`config.mk`:
```
export PLATFORM = sky130hd
export DESIGN_NAME = stack_round_ctrl
export DESIGN_NICKNAME = d
export VERILOG_FILES = /design/src/rtl/stack_round_ctrl.sv
export SDC_FILE = /design/constraint.sdc
export NUM_CORES = 1
export LEC_CHECK = 0
export ABC_AREA = 1
export ABC_CLOCK_PERIOD_IN_PS = 8820
export CORE_UTILIZATION = 45
export CTS_CLUSTER_SIZE = 8
export DETAILED_ROUTE_END_ITERATION = 16
export GPL_TIMING_DRIVEN = 0
export MAX_ROUTING_LAYER = met4
export PLACE_DENSITY = 0.7
export SYNTH_ARGS = -nofsm -noshare
export SYNTH_HDL_FRONTEND = slang
export SYNTH_SLANG_ARGS = --single-unit
```
`constraint.sdc`:
```
create_clock -name clk -period 8.82 [get_ports clk]
set_input_delay 2.205 -clock clk [delete_from_list [all_inputs] [get_ports clk]]
set_output_delay 2.205 -clock clk [all_outputs]
set_load 0.05 [all_outputs]
```
`src/rtl/stack_round_ctrl.sv`:
```
// ---------------------------------------------------------------------------
// stack_round_ctrl
//
// Sequences one game of block stacking. The current block slides left/right
// across the playfield one UNIT per divider period. A stop press freezes it;
// the block is then trimmed to its overlap with the landed block below. No
// overlap ends the game; landing on row ROWS-1 wins it.
//
// Ports
//   clk, resetn        clock, synchronous active-low reset
//   start              level; begins a new game from IDLE / OVER / WIN
//   stop               level stop key; only its rising edge acts
//   curr_block_start   x of the moving block's left pixel
//   curr_block_end     x of its right pixel (start + size*UNIT - 1)
//   curr_block_size    block size in cells
//   prev_block_start   left pixel of the landed block below (0 when none)
//   prev_block_end     right pixel of the landed block below (0 when none)
//   row                current row, 0 = bottom
//   land_pulse         one-cycle strobe while a block lands
//   game_over, win     high while in OVER / WIN
//   state_dbg          raw FSM state, for debug and checker binding
//
// Optional build macro: STACK_SPEEDUP_EN
//   Defined   : move divisor shrinks every row,
//               DIV = max(MIN_DIV, MOVE_DIV - row*(MOVE_DIV>>4)).
//   Undefined : DIV = MOVE_DIV for every row.
//
// Input semantics: start and stop are plain levels sampled every clock with
// no handshake. start only acts in IDLE/OVER/WIN. stop is edge-detected
// against a one-cycle delayed copy, so a held key gives exactly one event.
// ---------------------------------------------------------------------------
module stack_round_ctrl #(
  parameter int SCREEN_W  = 320,
  parameter int UNIT      = 8,
  parameter int INIT_SIZE = 4,
  parameter int ROWS      = 12,
  parameter int MOVE_DIV  = 2000000,
  parameter int MIN_DIV   = 250000
) (
  input  logic       clk,
  input  logic       resetn,
  input  logic       start,
  input  logic       stop,
  output logic [8:0] curr_block_start,
  output logic [8:0] curr_block_end,
  output logic [3:0] curr_block_size,
  output logic [8:0] prev_block_start,
  output logic [8:0] prev_block_end,
  output logic [3:0] row,
  output logic       land_pulse,
  output logic       game_over,
  output logic       win,
  output logic [2:0] state_dbg
);

  // The divider counter must hold the largest divisor any build can select.
  localparam int         DIV_MAX   = (MOVE_DIV > MIN_DIV) ? MOVE_DIV : MIN_DIV;
  localparam int         DIV_W     = $clog2(DIV_MAX + 1);
  localparam logic [9:0] UNIT_W    = 10'(UNIT);
  localparam logic [8:0] UNIT_X    = 9'(UNIT);
  localparam logic [9:0] X_LAST    = 10'(SCREEN_W - 1);
  localparam logic [3:0] LAST_ROW  = 4'(ROWS - 1);
  localparam logic [3:0] SIZE_INIT = 4'(INIT_SIZE);

  typedef enum logic [2:0] {
    S_IDLE  = 3'd0,
    S_MOVE  = 3'd1,
    S_CHECK = 3'd2,
    S_LAND  = 3'd3,
    S_OVER  = 3'd4,
    S_WIN   = 3'd5
  } state_t;

  state_t           state_q, state_d;
  logic [8:0]       start_q, start_d;
  logic [3:0]       size_q, size_d;
  logic [8:0]       prev_start_q, prev_start_d;
  logic [8:0]       prev_end_q, prev_end_d;
  logic [3:0]       row_q, row_d;
  logic             dir_left_q, dir_left_d;
  logic [DIV_W-1:0] div_q, div_d;
  logic             stop_q, stop_d;

  logic [9:0]       size_px;
  logic [9:0]       curr_end_w;
  logic [9:0]       span_w;
  logic [8:0]       lo;
  logic [8:0]       hi;
  logic             stop_evt;
  logic             at_right_edge;
  logic             at_left_edge;
  logic             miss;
  logic             last_row;
  logic             div_wrap;
  logic [31:0]      div_cur;
  logic [DIV_W-1:0] div_last;

  // -------------------------------------------------------------------------
  // Move divisor selection
  // -------------------------------------------------------------------------
`ifdef STACK_SPEEDUP_EN
  logic [31:0] div_dec;

  // Follows row_q directly, so the new divisor applies from the first cycle
  // of each new row (the counter is cleared on landing anyway).
  always_comb begin
    div_dec = 32'(row_q) * 32'(MOVE_DIV >> 4);
    if (div_dec + 32'(MIN_DIV) >= 32'(MOVE_DIV)) begin
      div_cur = 32'(MIN_DIV);
    end else begin
      div_cur = 32'(MOVE_DIV) - div_dec;
    end
  end
`else
  assign div_cur = 32'(MOVE_DIV);
`endif

  assign div_last = DIV_W'(div_cur - 32'd1);

  // -------------------------------------------------------------------------
  // Shared geometry and event decode
  // -------------------------------------------------------------------------
  always_comb begin
    size_px    = 10'(size_q) * UNIT_W;
    curr_end_w = {1'b0, start_q} + size_px - 10'd1;
    stop_d     = stop;
    stop_evt   = stop & ~stop_q;
    // >= rather than == keeps the counter safe if the divisor ever shrinks
    // below the current count.
    div_wrap   = (div_q >= div_last);
    // Another step right would push the right edge past the last pixel.
    at_right_edge = (curr_end_w + UNIT_W) > X_LAST;
    at_left_edge  = (start_q == 9'd0);
    miss       = (start_q > prev_end_q) || (curr_end_w[8:0] < prev_start_q);
    lo         = (start_q > prev_start_q) ? start_q : prev_start_q;
    hi         = (curr_end_w[8:0] < prev_end_q) ? curr_end_w[8:0] : prev_end_q;
    // Both edges are UNIT-aligned, so the span divides exactly.
    span_w     = {1'b0, hi} - {1'b0, lo} + 10'd1;
    last_row   = (row_q == LAST_ROW);
  end

  // -------------------------------------------------------------------------
  // State register
  // -------------------------------------------------------------------------
  always_ff @(posedge clk) begin
    if (!resetn) begin
      state_q <= S_IDLE;
    end else begin
      state_q <= state_d;
    end
  end

  // -------------------------------------------------------------------------
  // Next-state logic
  // -------------------------------------------------------------------------
  always_comb begin
    state_d = state_q;
    case (state_q)
      S_IDLE, S_OVER, S_WIN: begin
        if (start) state_d = S_MOVE;
      end
      S_MOVE: begin
        if (stop_evt) state_d = S_CHECK;
      end
      S_CHECK: begin
        // prev_end_q == 0 marks the floor row: nothing below to miss.
        if ((prev_end_q != 9'd0) && miss) state_d = S_OVER;
        else                              state_d = S_LAND;
      end
      S_LAND: begin
        state_d = last_row ? S_WIN : S_MOVE;
      end
      default: state_d = S_IDLE;
    endcase
  end

  // -------------------------------------------------------------------------
  // Datapath next values
  // -------------------------------------------------------------------------
  always_comb begin
    start_d      = start_q;
    size_d       = size_q;
    prev_start_d = prev_start_q;
    prev_end_d   = prev_end_q;
    row_d        = row_q;
    dir_left_d   = dir_left_q;
    div_d        = div_q;

    case (state_q)
      S_IDLE, S_OVER, S_WIN: begin
        if (start) begin
          start_d      = 9'd0;
          size_d       = SIZE_INIT;
          prev_start_d = 9'd0;
          prev_end_d   = 9'd0;
          row_d        = 4'd0;
          dir_left_d   = 1'b0;
          div_d        = '0;
        end
      end

      S_MOVE: begin
        // A stop freezes everything, even on a divider wrap cycle.
        if (!stop_evt) begin
          if (div_wrap) begin
            div_d = '0;
            if (!dir_left_q) begin
              if (at_right_edge) begin
                dir_left_d = 1'b1;
                start_d    = start_q - UNIT_X;
              end else begin
                start_d    = start_q + UNIT_X;
              end
            end else begin
              if (at_left_edge) begin
                dir_left_d = 1'b0;
                start_d    = start_q + UNIT_X;
              end else begin
                start_d    = start_q - UNIT_X;
              end
            end
          end else begin
            div_d = div_q + DIV_W'(1);
          end
        end
      end

      S_CHECK: begin
        // Trim to the overlap; an unchanged block on the floor row, and a
        // missed block is left as-is for display in OVER.
        if ((prev_end_q != 9'd0) && !miss) begin
          start_d = lo;
          size_d  = 4'(span_w / UNIT_W);
        end
      end

      S_LAND: begin
        prev_start_d = start_q;
        prev_end_d   = curr_end_w[8:0];
        // On the winning row the landed block stays on display.
        if (!last_row) begin
          row_d      = row_q + 4'd1;
          start_d    = 9'd0;
          dir_left_d = 1'b0;
          div_d      = '0;
        end
      end

      default: ;
    endcase
  end

  // -------------------------------------------------------------------------
  // Datapath registers
  // -------------------------------------------------------------------------
  always_ff @(posedge clk) begin
    if (!resetn) begin
      start_q      <= 9'd0;
      size_q       <= SIZE_INIT;
      prev_start_q <= 9'd0;
      prev_end_q   <= 9'd0;
      row_q        <= 4'd0;
      dir_left_q   <= 1'b0;
      div_q        <= '0;
      stop_q       <= 1'b0;
    end else begin
      start_q      <= start_d;
      size_q       <= size_d;
      prev_start_q <= prev_start_d;
      prev_end_q   <= prev_end_d;
      row_q        <= row_d;
      dir_left_q   <= dir_left_d;
      div_q        <= div_d;
      stop_q       <= stop_d;
    end
  end

  // -------------------------------------------------------------------------
  // Outputs
  // -------------------------------------------------------------------------
  always_comb begin
    curr_block_start = start_q;
    curr_block_end   = curr_end_w[8:0];
    curr_block_size  = size_q;
    prev_block_start = prev_start_q;
    prev_block_end   = prev_end_q;
    row              = row_q;
    land_pulse       = (state_q == S_LAND);
    game_over        = (state_q == S_OVER);
    win              = (state_q == S_WIN);
    state_dbg        = state_q;
  end

endmodule

```
==> results of run 1 <==
## placed cells by master, fill, tap and decap left out, types with 3 or more instances in the layout
cell type / Yosys / final
o21a_1: 6 / 6
buf_2: 3 / 3
o21ai_0: 39 / 39
nor2_1: 65 / 65
nand2_1: 202 / 202
o22ai_1: 4 / 4
clkdlybuf4s50_1: 0 / 52
a21oi_1: 60 / 60
inv_2: 6 / 6
nor2_2: 7 / 7
nor3_1: 16 / 16
clkbuf_16: 0 / 9
xor2_1: 15 / 15
nand3b_1: 5 / 5
dfxtp_1: 61 / 61
inv_1: 128 / 128
nand2_2: 4 / 4
nor4_1: 5 / 5
nand4_1: 14 / 14
nor3_2: 3 / 3
nand2_4: 5 / 5
clkbuf_1: 11 / 11
ha_1: 64 / 64
nand3_1: 64 / 64
## flip-flops by register name (all words and copies together), names as in the netlist
signal            cells
prev_block_end        9
curr_block_size       4
prev_block_start      9
row                   4
curr_block_start      9
state_dbg             3
dir_left_q            1
div_q                21
stop_q                1
## cell usage after synthesis, drive strengths merged (12+ instances only)
| cell type | number | share of area [%] |
|---|---|---|
| xor2 | 15 | 2.5 |
| nor3 | 20 | 2.4 |
| a21oi | 62 | 6.0 |
| o21ai | 42 | 4.0 |
| dfxtp | 61 | 23 |
| nand3 | 66 | 6.6 |
| ha | 64 | 15 |
| clkbuf | 12 | 0.87 |
| nor2 | 74 | 5.9 |
| nand4 | 16 | 2.1 |
| inv | 135 | 9.6 |
| nand2 | 211 | 16 |
## per-stage QoR
step	instances	instance area, um^2
2_1_floorplan	818	5300
3_3_place_gp	1013	6000
3_5_place_dp	1013	6000
4_1_cts	1028	6300
5_1_grt	1028	6300
6_report	1028	6300
## cell type report
class | instances | share of cell area, %
multi-input cells | 604 | 55.0
flip-flops and latches | 61 | 19.4
repair buffers | 52 | 8.27
inverters | 136 | 8.23
clock buffers | 11 | 4.01
well taps | 143 | 2.84
plain buffers | 17 | 1.47
clock inverters | 4 | 0.755
## worst min-delay path: cells and delay by family, from the launching register on
family          cells  cell delay (ns)
flops               1             0.30
compound gates      1             0.06
buf+inv             1             0.05
## logic make-up after synthesis
kind of cell               count (synthesis)  share of synthesized area (%)
AOI/OAI and AO/OA                        123                           12.7
adders and majority gates                 65                           15.5
xor gates and xnor gates                  16                           2.65
and+or+nand+nor                          400                           34.6
buffers and inverters                    153                           11.5
DFF                                       61                           23.1
## path summary, 6_finish.rpt
path / startpoint / to / slack, ns / cells past startpoint
setup / recovery: curr_block_start[5]$_SDFFE_PN0P_ / curr_block_end[6] / 3.04 / 12
hold / removal: div_q[4]$_SDFFE_PN0P_ / div_q[4]$_SDFFE_PN0P_ / 0.47 / 2
setup reg to reg: curr_block_start[5]$_SDFFE_PN0P_ / curr_block_size[3]$_SDFFE_PN0P_ / 3.49 / 29
hold reg to reg: div_q[4]$_SDFFE_PN0P_ / div_q[4]$_SDFFE_PN0P_ / 0.47 / 2
## per-layer routing
layer	share of wire [%]	vias to the layer above	wire (um)	global-route usage [%]
li1	-	2792	-	-
met1	47	2387	6930	31.7
met2	47	106	6870	40.6
met3	3.7	22	544	4.94
met4	2.3	0	335	8.44
met5	0	-	0	-
==> results.toml, run 1 <==
[placed_design]
hpwl_um = 11300
pre_cts_ws_ns = 3.47
place_congestion = 0.899
port_buffers = 52

[final_layout]
nFillCells = 1159
diodes = 0
nets = 950
drive_gt1_share_pct = 6.78
fin_util_pct = 54.9
syn2layout_area_growth_pct = 18.9
ff_latch_area_um2 = 1220
multi_input_comb_area_um2 = 3460

[worst_setup_path]
cp-end-kind = "output port"
cpMostUsedCell = "nand2_1"
worst-path-max-fanout = 9
critical_path_buf_inv_count = 4
critPathTopFamily = "buffers and inverters"
slowest_stage = "clkdlybuf4s50_1"
path_cells = "clkbuf_1, inv_1, ha_1, inv_1, ha_1, nand2_1, nor2_1, nand2_1, nand3_1, nand2_1, nand2_1, clkdlybuf4s50_1"
cp.required_ns = 6.62
critPathMaxStageDelay_ns = 0.87
crit_type = "reg -> out"
cp-start-kind = "flip-flop"
arrival_ns = 3.57

[floorplan]
core_um2 = 11500
start_util_pct = 46.2
dieArea_um2 = 12200
die_h_um = 110
fp.dieW_um = 110
io-pin-count = 54
rows = 39

[sta]
hold_viol = 0
setup_ws_ns = 3.04
grt_setup_unrepaired = "false"
fmax_mhz = 173
tightest_slew_ns = 0.965
hold_slack_ns = 0.467
fin_skew_ns = 0.0125
setup_violations = 0
max_slew_margin_pct = 35.1
totalNegativeSetupSlack_ns = 0
drv_slew = 0
timing.final.crit_share_pct = 65.5
fin_crit_ns = 5.78

[logic_synthesis]
synth_cell_type_count = 48
synth.avg_cell_area_um2 = 6.47
synth_cells = 818
synth_seq_area_share_pct = 23.1
synth_seq_cells = 61
synth-main-ff-cell = "dfxtp_1"
synth-edff-count = 0
mappedNetlistArea_um2 = 5300
synth_nets = 887
async_flop_share_pct = 0
yosysWarnings = 0

[cts]
cts_buffer_depth = 2
cts_resized = 0
cts_tree = "built"
hold_buffers = 0
cts.sinks = 61
htreeDepth = 3
cts_setup_buffers = 0
clkLatencyLatePin_ns = 0.35
cts_buffers = 9
clockRootBuffer = "clkbuf_16"
cts.clk_slew.worst_paths_ns = 0.05

[route]
wire_per_inst_um = 14.3
drtAntennaViolNets = 0
via_count = 5307
dr.pass1.iters = 5
drtIter0Drc = 303
wl_um = 14700
vias_per_cell = 5.16
drc = 0

[grt]
grt-ovfl-total = 0
antenna_found_initial = 0
grtUsageTotal_pct = 25.3
grt_max_degree = 12
grt_pass1_vias = 4829
grt_pass1_wl_um = 23900

[flow_run]
maxCapViolCount = 0

[worst_hold_path]
hp-class = "reg -> reg"

[status]
status = "finished, final reports clean"
Power of run 1 is not shown: default switching activity piles up to over one toggle a cycle in this logic, so the estimate is an artifact.
==> inputs of run 2 (changes only) <==
ABC_CLOCK_PERIOD_IN_PS = 5800   (was 8820)
clock period = 5.8 ns   (was 8.82 ns; I/O delays follow)
==> results of run 2 <==
Same layout as run 1 (identical final DEF). Status: finished, final reports clean.
Main changes from that run: setup slack after placement 3.47 ns -> 0.628 ns; setup slack after layout 3.04 ns -> 0.472 ns; end point of the critical path curr_block_end[6] -> curr_block_size[3]$_SDFFE_PN0P_; register-to-register setup slack 3.49 ns -> 0.47 ns
Power of run 2 is left out for the same reason.
==> inputs of run 3 (changes only) <==
REMOVE_ABC_BUFFERS = 1   (was unset)
==> run 3 against run 2 <==
Net effect:
- design area down 1.2%
- non-clock buffer count down 16
- worst setup slack better by 0.071 ns
- count of clock-buffer cells in the layout down 2
- critical endpoint unchanged
- highest routed layer unchanged
==> results.toml, run 3 (synthesis gave the netlist of run 1 again) <==
[final_layout]
diodes = 0
syn2layout_area_growth_pct = 17.5
nets = 934
final_cell_mix = "202 x nand2_1, 128 x inv_1, 65 x nor2_1"
drive_gt1_share_pct = 6.32
nFillCells = 1128
regMostFlops = "div_q"
largest_register_ffs = 21
final_common_cell = "nand2_1"

[sta]
setup_violations = 0
setup_ws_ns = 0.544
tightest_slew_ns = 0.887
max_slew_margin_pct = 40.3
hold_viol = 0
fin_crit_ns = 5.26
totalNegativeSetupSlack_ns = 0
timing.final.crit_share_pct = 90.6
fmax_mhz = 190
hold_slack_ns = 0.477
drv_slew = 0
grt_setup_unrepaired = "false"
fin_skew_ns = 0.00959

[worst_hold_path]
hold_start = "div_q[4]$_SDFFE_PN0P_"
whs_path_depth = 2
hp-class = "reg -> reg"
min_to = "div_q[4]$_SDFFE_PN0P_"

[worst_setup_path]
cp-start-kind = "flip-flop"
critPathMaxStageDelay_ns = 0.59
r2r-start = "curr_block_start[6]$_SDFFE_PN0P_"
worst-path-max-fanout = 13
crit_type = "reg -> reg"
r2r_end = "curr_block_size[3]$_SDFFE_PN0P_"
ff2ff_setup_slack_ns = 0.54
cp.required_ns = 6.07
arrival_ns = 5.53
worst-r2r-cell-count = 26
slowest_stage = "dfxtp_1"
cp-end-kind = "flip-flop"

[cts]
cts_setup_buffers = 0
cts.clk_slew.worst_paths_ns = 0.06
htreeDepth = 3
hold_buffers = 0
cts_resized = 0
cts_buffer_depth = 2
cts_tree = "built"
cts_buffers = 9
cts.sinks = 61
clockRootBuffer = "clkbuf_16"
clkLatencyLatePin_ns = 0.34

[route]
wl_um = 14000
drtAntennaViolNets = 0
via_count = 5275
drtIter0Drc = 323
wire_per_inst_um = 13.8
drc = 0
dr.pass1.iters = 5
vias_per_cell = 5.21

[floorplan]
rows = 39
io-pin-count = 54
die_h_um = 110
fp.dieW_um = 110
core_um2 = 11500
dieArea_um2 = 12200
start_util_pct = 46.2

[grt]
grt_max_degree = 29
grt_pass1_wl_um = 23600
antenna_found_initial = 0
grt-ovfl-total = 0
grtUsageTotal_pct = 24.5
grt_pass1_vias = 4882

[placed_design]
port_buffers = 53
hpwl_um = 10400
pre_cts_ws_ns = 0.643
place_congestion = 0.896

[status]
status = "finished, final reports clean"

[flow_run]
maxCapViolCount = 0
run 3: cell types whose count changed in the layout (fill, tap and decap cells not counted), sizes merged:
cell	before	now
buf	5	0
clkbuf	23	9
clkdlybuf4s50	52	53
clkinv	3	4
inv	135	137
run 3: critical path, delay by kind of cell, from the launching register on:
family,cells,cell delay [ns]
AO/OA/AOI/OAI,5,1.13
adder cells (fa/ha/maj),5,1.65
buffers and inverters,6,0.63
flip-flops,1,0.59
AND/OR/NAND/NOR,10,1.20
run 3: stage by stage:
step	instances	util, %	area [um^2]
final	1013	54.3	6220
after CTS	1013	54.3	6220
after floorplan	801	-	5200
after global routing	1013	54.3	6220
after detailed placement	997	51.6	5910
after global placement	997	51.6	5910
run 3: worst max-delay path by stage:
| stage | startpoint | to | slack [ns] | cells past startpoint |
|---|---|---|---|---|
| after floorplan | curr_block_start[6]$_SDFFE_PN0P_ | curr_block_size[3]$_SDFFE_PN0P_ | 0.85 | 27 |
| after global placement | curr_block_start[6]$_SDFFE_PN0P_ | curr_block_size[3]$_SDFFE_PN0P_ | 0.67 | 26 |
| after detailed placement | curr_block_start[6]$_SDFFE_PN0P_ | curr_block_size[3]$_SDFFE_PN0P_ | 0.64 | 26 |
| after CTS | curr_block_start[6]$_SDFFE_PN0P_ | curr_block_size[3]$_SDFFE_PN0P_ | 0.61 | 26 |
| after global routing | curr_block_start[6]$_SDFFE_PN0P_ | curr_block_size[3]$_SDFFE_PN0P_ | 0.17 | 25 |
| final | curr_block_start[6]$_SDFFE_PN0P_ | curr_block_size[3]$_SDFFE_PN0P_ | 0.54 | 26 |
run 3: area by class of cell:
class / instances / area [um^2] / share of cell area (%)
Sequential cell: 61 / 1220 / 19.6
Clock buffer: 9 / 225 / 3.62
Tap cell: 143 / 179 / 2.88
Clock inverter: 7 / 83.8 / 1.35
Multi-Input combinational cell: 604 / 3460 / 55.7
Inverter: 136 / 518 / 8.32
Timing Repair Buffer: 53 / 531 / 8.53
run 3: metal layers:
layer	GRT usage, %	part of all wire (%)	vias up
li1	-	-	2767
met1	30.7	48	2361
met2	38.7	45	118
met3	5.43	4.5	29
met4	8.53	2.9	0
met5	-	0	-
Power of run 3 is left out for the same reason.
